===== src/rtl/rsf_pkg.sv =====
// Shared constants for the register status file: default widths and the
// "no producer" tag value.
package rsf_pkg;

  localparam int unsigned DEFAULT_DATA_W = 16;
  localparam int unsigned DEFAULT_NREG   = 8;
  localparam int unsigned DEFAULT_TAG_W  = 3;
  localparam int unsigned TAG_NONE       = 0;

endpackage


===== src/rtl/rsf_read_port.sv =====
// One register-file read port: full address mux over the architectural view,
// with a same-cycle bypass of a matching common-data-bus broadcast.
module rsf_read_port
  import rsf_pkg::*;
#(
  parameter int unsigned DATA_W = DEFAULT_DATA_W,
  parameter int unsigned NREG   = DEFAULT_NREG,
  parameter int unsigned TAG_W  = DEFAULT_TAG_W,
  parameter int unsigned AW     = $clog2(NREG)
) (
  input  logic [AW-1:0]                addr,
  input  logic [NREG-1:0][DATA_W-1:0]  reg_data,
  input  logic [NREG-1:0][TAG_W-1:0]   reg_tag,
  input  logic                         cdb_valid,
  input  logic [TAG_W-1:0]             cdb_tag,
  input  logic [DATA_W-1:0]            cdb_data,
  output logic [DATA_W-1:0]            data,
  output logic [TAG_W-1:0]             tag
);

  logic [DATA_W-1:0] sel_data;
  logic [TAG_W-1:0]  sel_tag;
  logic              hit;

  always_comb begin
    sel_data = '0;
    sel_tag  = TAG_W'(TAG_NONE);
    for (int unsigned i = 0; i < NREG; i++) begin
      if (addr == AW'(i)) begin
        sel_data = reg_data[i];
        sel_tag  = reg_tag[i];
      end
    end
    hit  = cdb_valid && (cdb_tag != TAG_W'(TAG_NONE)) && (addr != '0) && (sel_tag == cdb_tag);
    data = hit ? cdb_data : sel_data;
    tag  = hit ? TAG_W'(TAG_NONE) : sel_tag;
  end

endmodule


===== src/rtl/reg_status_file.sv =====
// Register status file for a Tomasulo-style core: per-register data plus the
// tag of its pending producer, renamed on issue and resolved by CDB broadcast.
module reg_status_file
  import rsf_pkg::*;
#(
  parameter int unsigned DATA_W = DEFAULT_DATA_W,
  parameter int unsigned NREG   = DEFAULT_NREG,
  parameter int unsigned TAG_W  = DEFAULT_TAG_W,
  localparam int unsigned AW    = $clog2(NREG)
) (
  input  logic              clk,
  input  logic              rst_n,
  input  logic [AW-1:0]     ra_addr,
  input  logic [AW-1:0]     rb_addr,
  output logic [DATA_W-1:0] ra_data,
  output logic [DATA_W-1:0] rb_data,
  output logic [TAG_W-1:0]  ra_tag,
  output logic [TAG_W-1:0]  rb_tag,
  input  logic              issue_en,
  input  logic [AW-1:0]     issue_rd,
  input  logic [TAG_W-1:0]  issue_tag,
  input  logic              cdb_valid,
  input  logic [TAG_W-1:0]  cdb_tag,
  input  logic [DATA_W-1:0] cdb_data,
  input  logic              flush,
  output logic [AW:0]       busy_cnt
);

  // Register 0 has no storage; it is a constant zero entry in the read view.
  logic [DATA_W-1:0] data_q [1:NREG-1];
  logic [TAG_W-1:0]  qi_q   [1:NREG-1];
  logic [DATA_W-1:0] data_d [1:NREG-1];
  logic [TAG_W-1:0]  qi_d   [1:NREG-1];
  logic [AW:0]       cnt_d;

  logic [NREG-1:0][DATA_W-1:0] view_data;
  logic [NREG-1:0][TAG_W-1:0]  view_tag;

  logic cdb_live;
  logic issue_ok;

  assign cdb_live = cdb_valid && (cdb_tag != TAG_W'(TAG_NONE));
  assign issue_ok = issue_en && (issue_rd != '0) && (issue_tag != TAG_W'(TAG_NONE));

  // CDB resolves first, then issue overrides the tag so a same-cycle
  // rename of a resolving register keeps the new producer.
  always_comb begin
    data_d = data_q;
    qi_d   = qi_q;
    cnt_d  = '0;
    for (int unsigned i = 1; i < NREG; i++) begin
      if (cdb_live && (qi_q[i] == cdb_tag)) begin
        data_d[i] = cdb_data;
        qi_d[i]   = TAG_W'(TAG_NONE);
      end
      if (flush) begin
        qi_d[i] = TAG_W'(TAG_NONE);
      end else if (issue_ok && (issue_rd == AW'(i))) begin
        qi_d[i] = issue_tag;
      end
      if (qi_d[i] != TAG_W'(TAG_NONE)) begin
        cnt_d = cnt_d + (AW+1)'(1);
      end
    end
  end

  always_ff @(posedge clk or negedge rst_n) begin
    if (!rst_n) begin
      data_q   <= '{default: '0};
      qi_q     <= '{default: '0};
      busy_cnt <= '0;
    end else begin
      data_q   <= data_d;
      qi_q     <= qi_d;
      busy_cnt <= cnt_d;
    end
  end

  always_comb begin
    view_data = '0;
    view_tag  = '0;
    for (int unsigned i = 1; i < NREG; i++) begin
      view_data[i] = data_q[i];
      view_tag[i]  = qi_q[i];
    end
  end

  rsf_read_port #(
    .DATA_W (DATA_W),
    .NREG   (NREG),
    .TAG_W  (TAG_W),
    .AW     (AW)
  ) u_port_a (
    .addr      (ra_addr),
    .reg_data  (view_data),
    .reg_tag   (view_tag),
    .cdb_valid (cdb_valid),
    .cdb_tag   (cdb_tag),
    .cdb_data  (cdb_data),
    .data      (ra_data),
    .tag       (ra_tag)
  );

  rsf_read_port #(
    .DATA_W (DATA_W),
    .NREG   (NREG),
    .TAG_W  (TAG_W),
    .AW     (AW)
  ) u_port_b (
    .addr      (rb_addr),
    .reg_data  (view_data),
    .reg_tag   (view_tag),
    .cdb_valid (cdb_valid),
    .cdb_tag   (cdb_tag),
    .cdb_data  (cdb_data),
    .data      (rb_data),
    .tag       (rb_tag)
  );

endmodule


===== config.mk =====
export PLATFORM = sky130hd
export DESIGN_NAME = reg_status_file
export DESIGN_NICKNAME = d
export VERILOG_FILES = /design/src/rtl/rsf_pkg.sv /design/src/rtl/rsf_read_port.sv /design/src/rtl/reg_status_file.sv
export SDC_FILE = /design/constraint.sdc
export NUM_CORES = 1
export LEC_CHECK = 0
export BUFFER_PORTS_ARGS = -buffer_cell sky130_fd_sc_hd__buf_4
export CORE_ASPECT_RATIO = 2
export CORE_MARGIN = 4
export CORE_UTILIZATION = 60
export CTS_CLUSTER_SIZE = 16
export DETAILED_ROUTE_END_ITERATION = 8
export PLACE_DENSITY_LB_ADDON = 0.1
export REMOVE_ABC_BUFFERS = 1
export SLEW_MARGIN = 20
export SYNTH_ARGS = -nofsm -noshare
export SYNTH_HDL_FRONTEND = slang
export SYNTH_SLANG_ARGS = --single-unit

===== constraint.sdc =====
create_clock -name clk -period 9.5 [get_ports clk]
set_input_delay 0.95 -clock clk [delete_from_list [all_inputs] [get_ports clk]]
set_output_delay 0.95 -clock clk [all_outputs]
set_load 0.05 [all_outputs]

; ---- Word level (Yosys, flattened, before mapping)
; Index checks and enable logic that the tools add are counted.
[word_totals]
reg_bits = 137
input_bits = 36
[classes]
n_reduce_logical = 33
n_eq_ne = 30
addsub = 6
muxes = 60
[op_table]
columns = op, n
row1 = 16-bit two-way mux, 16
row2 = 3-bit two-way mux, 37
row3 = 3-bit equality test (second input constant), 12
row4 = 3-bit nonzero test, 12
row5 = 3-bit equality test, 9
row6 = 4-bit by 1-bit adder with 4-bit output (second input constant), 6
row7 = 4-bit two-way mux, 6
row8 = 1-bit logical AND, 21
row9 = 3-bit by 2-bit equality test with 1-bit output (second input constant), 6
row10 = 3-bit by 1-bit equality test with 1-bit output (second input constant), 3
row11 = 1-bit two-way mux, 1

; ---- Logic depth before layout (Yosys ltp)
; Gate-level depths: netlist of the first run.
[depth]
depth_word = 20
mapped_depth = 21
depth_no_buf = 19

; ---- Cells and area by module
; Synthesis of the first run repeated with hierarchy kept, for this count alone.
[unflattened]
hier_cells = 788
hier_area_um2 = 9577.9
[modules_own_cells]
columns = mod, seq_area_each_um2, n_inst, cells_per_inst, area_each_um2
row1 = reg_status_file, 3428.3, 1, 460, 6197.2
row2 = rsf_read_port, 0.0, 2, 164, 1690.4

; ---- Least setup slack after synthesis of the first run
; No wires, ideal clock.
[synth_timing]
path_type = input to register
startpoint = in issue_rd[2]
endpoint = reg busy_cnt[1]
setup_ns = 0.125
n_path_buf = 1
t_arrival_ns = 4.591
cell_stages = 18
path_slack_ns = 4.784
cell_sequence = buf_2 nor4bb_1 nand2_1 o21a_1 or2_2 inv_1 ha_1 xor2_4 ha_1 nor3_1 nor2_1 xnor2_1 a21oi_1 ha_1 nor3_1 a21oi_1 ha_1 mux2_2
[synth_via]
elab_chain_cells = 20
[synth_rtl]
columns = item, line
row1 = from (decl), reg_status_file.sv:20  ; input logic [AW-1:0] issue_rd,
row2 = 3-bit nonzero test, reg_status_file.sv:43  ; assign issue_ok = issue_en && (issue_rd != '0) && (issue_tag != TAG_W'(TAG_NONE));
row3 = 1-bit logical AND (2 in a row), reg_status_file.sv:43
row4 = 1-bit logical AND, reg_status_file.sv:58  ; end else if (issue_ok && (issue_rd == AW'(i))) begin
row5 = 3-bit two-way mux, reg_status_file.sv:58
row6 = 3-bit two-way mux, reg_status_file.sv:56  ; if (flush) begin
row7 = 3-bit nonzero test, reg_status_file.sv:61  ; if (qi_d[i] != TAG_W'(TAG_NONE)) begin
row8 = 1-bit two-way mux, reg_status_file.sv:61
row9 = 4-bit by 1-bit adder with 4-bit output, reg_status_file.sv:62  ; cnt_d = cnt_d + (AW+1)'(1);
row10 = (+4 left out), --
row11 = 4-bit two-way mux, reg_status_file.sv:61
row12 = 4-bit by 1-bit adder with 4-bit output, reg_status_file.sv:62
row13 = 4-bit two-way mux, reg_status_file.sv:61
row14 = 4-bit by 1-bit adder with 4-bit output, reg_status_file.sv:62
row15 = 4-bit two-way mux, reg_status_file.sv:61
row16 = 4-bit by 1-bit adder with 4-bit output, reg_status_file.sv:62
row17 = 4-bit two-way mux (*), reg_status_file.sv:61
row18 = named net cnt_d[1], reg_status_file.sv:34  ; logic [AW:0] cnt_d;
row19 = to (signal assigned), reg_status_file.sv:75  ; busy_cnt <= cnt_d;
row20 = to (decl), reg_status_file.sv:26  ; output logic [AW:0] busy_cnt
; The timed path passes the listed nets; every way through them passes the cells marked *.
; A chain may end at the register's enable or synchronous reset.

; ---- Final worst setup path of the first run
[layout_timing]
startpoint = in ra_addr[1]
endpoint = out ra_data[4]
[layout_via]
elab_chain_cells = 11
[layout_rtl]
columns = item, line
row1 = from (decl), reg_status_file.sv:13  ; input logic [AW-1:0] ra_addr,
row2 = 3-bit by 1-bit equality test with 1-bit output, rsf_read_port.sv:29  ; if (addr == AW'(i)) begin
row3 = 3-bit two-way mux (7 in a row), rsf_read_port.sv:29
row4 = 3-bit equality test, rsf_read_port.sv:34  ; hit = cdb_valid && (cdb_tag != TAG_W'(TAG_NONE)) && (addr != '0) && (sel_tag == cdb_tag);
row5 = 1-bit logical AND, rsf_read_port.sv:34
row6 = 16-bit two-way mux (*), rsf_read_port.sv:35  ; data = hit ? cdb_data : sel_data;
row7 = to (decl), reg_status_file.sv:15  ; output logic [DATA_W-1:0] ra_data,
; Mark *: on every way between the ends. The rest lies on a longest branch, timed or not.

==> flow_summary_export.csv, run 1 <==
group,metric,value,unit
clock_network,clockRootBuffer,"clkbuf_16",
hold_path,hp-class,"register to register",
clock_network,cts.clk_slew.worst_paths,0.06,ns
hold_path,worstHoldStart,"data_q[28]",
power_and_ir_drop,leakage,4.22,nW
drt,ant_nets,0,
drt,routedWlPerCell,23.9,um
drt,drtIter0Drc,541,
floorplan,fp.coreArea,14300,um2
drt,num_vias,6955,
cells_and_area,design_area,10000,um2
global_routing,grt_max_degree,73,
global_routing,grt-ovfl-total,0,
global_routing,grt.total_usage,0.318,
drt,dr.pass1.iters,7,
sta,worst_slew_pin_slew,1.04,ns
drt,drc,0,
place,placed_cell_area,9420,um2
power_and_ir_drop,finalPower,2.18,mW
run,drv_cap,0,
yosys,async_reset_ff_frac,1.00,
sta,drv_slew,0,
sta,final.min_clock_period,5.51,ns
sta,finalClockSkew,0.0134,ns
sta,layout_setup_ws,3.99,ns
sta,min_period_over_period,0.580,
cells_and_area,drive_above_1_share,0.377,
setup_path,crit_fanout,24,
global_routing,gr-max-usage-layer,"met2",
setup_path,worstSetupEndpointType,"output port",
global_routing,grt_first_pass_wirelength,40300,um
setup_path,critical_path_class,"input pin to output port",
clock_network,h-tree-depth,4,
setup_path,crit_path_max_incr_delay,0.68,ns
place,post-place-ws,3.93,ns
floorplan,initial_core_util,0.611,
yosys,synth.largest_area_cell,"dfrtp_1",
power_and_ir_drop,ir_drop,0.129,mV
place,dp_hpwl,16300,um
setup_path,crit_buf_inv,4,
sta,max_freq,0.182,GHz
clock_network,post-cts-setup-buffer-count,0,
yosys,syn-cell-area,8710,um2
setup_path,r2r_start,"qi_q[17]",
yosys,netlist_instances,799,
floorplan,die_x,93.2,um
yosys,synth_cell_type_count,67,
setup_path,critical_path.most_common_cell,"buf_4",
setup_path,path_delay_family,"simple AND/OR/NAND/NOR gates",
yosys,synth.avg_cell_area,10.9,um2
clock_network,cts_buffer_depth,2,
clock_network,ctsResizeCount,0,
global_routing,grt_use_met3,0.0595,
global_routing,met2_usage,0.548,
setup_path,cp_cell_sequence,"buf_4 -> inv_1 -> and2_1 -> a22oi_1 -> nand2_1 -> a21oi_1 -> xor2_1 -> o311ai_1 -> nor3_4 -> buf_6 -> mux2_2 -> buf_4",
cells_and_area,diodes,0,
cells_and_area,nFillCells,1107,
clock_network,ctsHoldBuffers,0,
yosys,synthFlopType,"dfrtp_1",
power_and_ir_drop,power_density,217,nW/um2
global_routing,grt_pass1_vias,7609,
setup_path,cp_slowest_cell,"nor3_4",
yosys,ys_top_cells_by_area,"dfrtp_1 (39%), mux2_2 (21%), mux4_2 (4.7%)",
floorplan,ios,78,
cells_and_area,instances_no_fill,1056,
sta,final.setup.tns,0,ns
yosys,synth-edff-count,0,
global_routing,antenna_found_initial,0,
drt,totalWireLength,25300,um
setup_path,cp.arrival,4.56,ns
yosys,ys_ff_latch,137,
sta,rsz0062_at_grt,"false",
place,dpl.cell_count,1022,
yosys,ys_seq_area_frac,0.393,
floorplan,die_h,178,um
place,port_buffers,77,
setup_path,critPathLaunchType,"input pin",
sta,finalHoldViolations,0,
clock_network,clk-insertion-delay-late,0.41,ns
drt,vias_per_cell,6.59,
status,status,"finished, final reports clean",
clock_network,cts_tree,"done",
clock_network,clock-sinks,137,
clock_network,numCtsBuffers,17,
setup_path,crit_required,8.55,ns
cells_and_area,area_delta_synth_final,15.3,%
setup_path,startpoint,"ra_addr[1]",
sta,relSlewSlack,0.304,
floorplan,dieArea,16600,um2
yosys,synth_top_area_frac,0.393,
floorplan,rows,62,
cells_and_area,nets,893,
cells_and_area,layout_common_cells,"mux2_2 (165), dfrtp_1 (137), buf_4 (88), nand2_1 (70), a22oi_1 (50)",
place,gp_congestion,0.913,
yosys,yosysWarnings,0,
cells_and_area,layout_commonest_cell,"mux2_2",
sta,setup_viol,0,
global_routing,met1_usage,0.352,
==> cell type report <==
class / count / area, um2 / share of cell area
tap: 192 / 240 / 0.0239
inverter: 7 / 26.3 / 0.00262
clock inverter: 13 / 168 / 0.0167
timing repair buffer: 90 / 687 / 0.0684
sequential: 137 / 3430 / 0.341
multi-input combinational: 598 / 5060 / 0.504
clock buffer: 19 / 433 / 0.0431
==> layer usage <==
metal | vias up | part of all wire
met3 | 98 | 0.059
met5 | - | 0
met2 | 327 | 0.53
met4 | 0 | 0.059
li1 | 3055 | -
met1 | 3475 | 0.35
==> metrics by stage <==
step	hold slack (ns)	utilization
2_1_floorplan	0.492	-
3_3_place_gp	0.505	0.660
3_5_place_dp	0.519	0.660
4_1_cts	0.532	0.702
5_1_grt	0.547	0.704
6_report	0.535	0.704
==> worst register-to-register path, delay by kind of cell (launching register included) <==
family | cells | cell delay (ns)
adders and majority gates | 4 | 1.35
muxes | 1 | 0.26
AOI/OAI and AO/OA | 3 | 0.41
and+or+nand+nor | 5 | 1.61
DFF | 1 | 0.46
xor gates and xnor gates | 3 | 0.72
==> path summary, 6_finish.rpt <==
path,end,slack (ns),depth (start not counted)
setup / recovery,ra_data[4],3.99,12
setup reg to reg,busy_cnt[1],4.60,16
hold reg to reg,data_q[28],0.53,1
hold / removal,data_q[28],0.53,1
min in group asynchronous,data_q[59],0.66,1
max in group asynchronous,data_q[73],7.38,2
==> registers in the layout (all words and copies together), names as in the netlist <==
| signal | count |
|---|---|
| data_q | 112 |
| busy_cnt | 4 |
| qi_q | 21 |
==> kinds of logic after synthesis <==
| logic type | Yosys count | synth area share |
|---|---|---|
| and+or+nand+nor | 192 | 0.111 |
| muxes | 208 | 0.288 |
| adders and majority gates | 6 | 0.00861 |
| DFF | 137 | 0.393 |
| AOI/OAI and AO/OA | 152 | 0.119 |
| xor gates and xnor gates | 40 | 0.0488 |
| buffers and inverters | 64 | 0.0312 |
==> synth_stat cells (3+ instances only) <==
| cell type | n |
|---|---|
| nor3_1 | 13 |
| mux2_2 | 165 |
| nand3b_1 | 4 |
| nor2_1 | 42 |
| and3_1 | 3 |
| nand2_1 | 70 |
| mux2i_1 | 25 |
| o21ai_0 | 44 |
| a31oi_1 | 3 |
| a22oi_1 | 50 |
| clkbuf_1 | 35 |
| nand3_1 | 18 |
| xnor2_1 | 11 |
| inv_1 | 7 |
| and2_1 | 3 |
| ha_1 | 6 |
| dfrtp_1 | 137 |
| a21oi_1 | 24 |
| nor3b_1 | 7 |
| mux4_2 | 18 |
| buf_1 | 12 |
| xor2_2 | 3 |
| nor2b_1 | 7 |
| nor4_1 | 4 |
| a32oi_1 | 3 |
| xor2_1 | 22 |
| buf_2 | 6 |
| buf_6 | 3 |
==> where the power goes <==
group | total (mW) | internal, mW | switching [mW]
combinational | 0.660 | 0.305 | 0.355
clock | 0.674 | 0.416 | 0.258
sequential | 0.842 | 0.724 | 0.118
Note: power is estimated with default switching activity, not from simulation.
==> inputs of run 2 (changes only) <==
CORE_UTILIZATION = 55   (was 60)
clock period = 5 ns   (was 9.5 ns; I/O delays follow)
==> run 2 against run 1 <==
Against the previous run: critical path depth up 5; final area rose by 1.5%; sequential share of layout area is 0.51 points lower; setup slack got worse by 3.3 ns; register-to-register slack lost 3.9 ns; routed wire length is 6.8% higher; worst hold slack got worse by 0.37 ns; first-iteration DRC count is 14% lower; combinational power grew 89%; utilization is 4.4 points lower; via count up 1.2%; die area grew 8.5%.
==> flow_summary_export.csv, run 2 (same netlist as run 1, synthesis figures left out) <==
group,metric,value,unit
sta,finalHoldViolations,0,
floorplan,die_x,97.0,um
cells_and_area,drive_above_1_share,0.385,
drt,dr.pass1.iters,5,
cells_and_area,design_area,10200,um2
global_routing,grt-ovfl-total,0,
cells_and_area,diodes,0,
sta,max_freq,0.234,GHz
clock_network,cts_tree,"done",
drt,vias_per_cell,6.57,
global_routing,grt.total_usage,0.307,
drt,num_vias,7041,
place,dp_hpwl,18100,um
clock_network,clockRootBuffer,"clkbuf_16",
cells_and_area,largest_register_ffs,112,
cells_and_area,layout_common_cells,"mux2_2 (165), dfrtp_1 (137), buf_4 (98), nand2_1 (70), a22oi_1 (50)",
sta,final.min_clock_period,4.28,ns
power_and_ir_drop,p_sw_frac,0.323,
clock_network,h-tree-depth,4,
setup_path,crit_fanout,5,
sta,relSlewSlack,0.349,
setup_path,critPathLaunchType,"register",
sta,setup_viol,0,
power_and_ir_drop,clkPwrFrac,0.335,
drt,drtIter0Drc,467,
clock_network,cts_buffer_depth,2,
sta,drv_slew,0,
floorplan,initial_core_util,0.564,
cells_and_area,largestRegisters,"data_q: 112 flops, qi_q: 21 flops, busy_cnt: 4 flops",
sta,worst_slew_pin_slew,0.976,ns
setup_path,cp.arrival,4.59,ns
clock_network,post-cts-setup-buffer-count,0,
clock_network,ctsHoldBuffers,0,
setup_path,crit_required,5.31,ns
global_routing,grt_max_degree,98,
clock_network,ctsResizeCount,0,
drt,totalWireLength,27000,um
floorplan,die_h,186,um
power_and_ir_drop,p_switching,1.39,mW
clock_network,numCtsBuffers,17,
cells_and_area,regMostFlops,"data_q",
cells_and_area,nFillCells,1215,
drt,ant_nets,0,
sta,finalClockSkew,0.00989,ns
power_and_ir_drop,p_int,2.91,mW
power_and_ir_drop,p_seq_frac,0.372,
floorplan,dieArea,18000,um2
floorplan,ios,78,
drt,drc,0,
power_and_ir_drop,power_density,421,nW/um2
run,drv_cap,0,
place,placed_cell_area,9530,um2
cells_and_area,layout_commonest_cell,"mux2_2",
clock_network,clock-sinks,137,
power_and_ir_drop,leakage,4.30,nW
place,port_buffers,77,
cells_and_area,nets,903,
place,dpl.cell_count,1040,
setup_path,critical_path_class,"register to register",
global_routing,grt_first_pass_wirelength,42300,um
setup_path,r2r_start,"qi_q[20]",
global_routing,grt_pass1_vias,7642,
global_routing,antenna_found_initial,0,
drt,routedWlPerCell,25.2,um
setup_path,worstSetupEndpointType,"register",
sta,rsz0062_at_grt,"false",
sta,min_period_over_period,0.856,
place,gp_congestion,0.972,
status,status,"finished, final reports clean",
floorplan,fp.coreArea,15500,um2
power_and_ir_drop,finalPower,4.29,mW
cells_and_area,area_delta_synth_final,17.0,%
setup_path,startpoint,"qi_q[20]",
floorplan,rows,64,
clock_network,cts.clk_slew.worst_paths,0.06,ns
clock_network,clk-insertion-delay-late,0.43,ns
power_and_ir_drop,ir_drop,0.473,mV
cells_and_area,instances_no_fill,1071,
hold_path,hp-class,"input pin to asynchronous set/reset pin",
power_and_ir_drop,power_frac_comb,0.292,
sta,final.setup.tns,0,ns
setup_path,regToRegSetupSlack,0.72,ns
==> run 2: final timing paths <==
kind                          endpoint  cells after the start
max                        busy_cnt[1]                     17
min                           qi_q[17]                      1
max reg2reg                busy_cnt[1]                     17
min reg2reg                  data_q[0]                      1
max in group asynchronous   data_q[26]                      2
min in group clk               qi_q[8]                      2
==> run 2: area by class of cell <==
class                      instances  area (um2)  share of cell area
multi-input combinational        598        5060               0.496
clock buffer                      19         443              0.0434
clock inverter                    12         223              0.0218
tap                              198         248              0.0243
timing repair buffer             100         767              0.0752
inverter                           7        26.3             0.00258
sequential                       137        3430               0.336
==> run 2: per-layer routing <==
| metal | GRT usage | routed length (um) | up-vias |
|---|---|---|---|
| met5 | 0 | 0 | - |
| met1 | 0.331 | 9260 | 3498 |
| met3 | 0.0465 | 1730 | 119 |
| met4 | 0.200 | 1690 | 0 |
| li1 | - | - | 3069 |
| met2 | 0.556 | 14300 | 355 |
==> run 2: power by group through the flow <==
stage	Clock [mW]	Combinational, mW	Sequential (mW)
2_1_floorplan	0	0.893	1.54
3_3_place_gp	0	1.22	1.59
3_5_place_dp	0	1.25	1.61
4_1_cts	1.45	1.26	1.59
5_1_grt	1.50	1.35	1.63
6_report	1.44	1.25	1.60
==> run 2: stage by stage <==
stage	hold WS, ns	setup slack [ns]	utilization
after floorplan	0.204	-0.657	-
after global placement	0.508	0.507	0.617
after detailed placement	0.516	0.343	0.617
after CTS	0.225	0.741	0.660
after global routing	0.223	0.460	0.660
final	0.160	0.722	0.660
==> run 2: critical path, stage by stage (launching register included) <==
cell and delay (ns):
dfrtp_1 0.49, xor2_1 0.20, nor4_2 0.40, o21a_1 0.25, or2_2 0.16, inv_1 0.04, ha_1 0.34, xor2_4 0.29
ha_1 0.28, nor3_1 0.22, nor2_1 0.10, xnor2_1 0.16, a21oi_1 0.09, ha_1 0.32, nor3_1 0.17, a21oi_1 0.10
ha_1 0.31, mux2_2 0.26
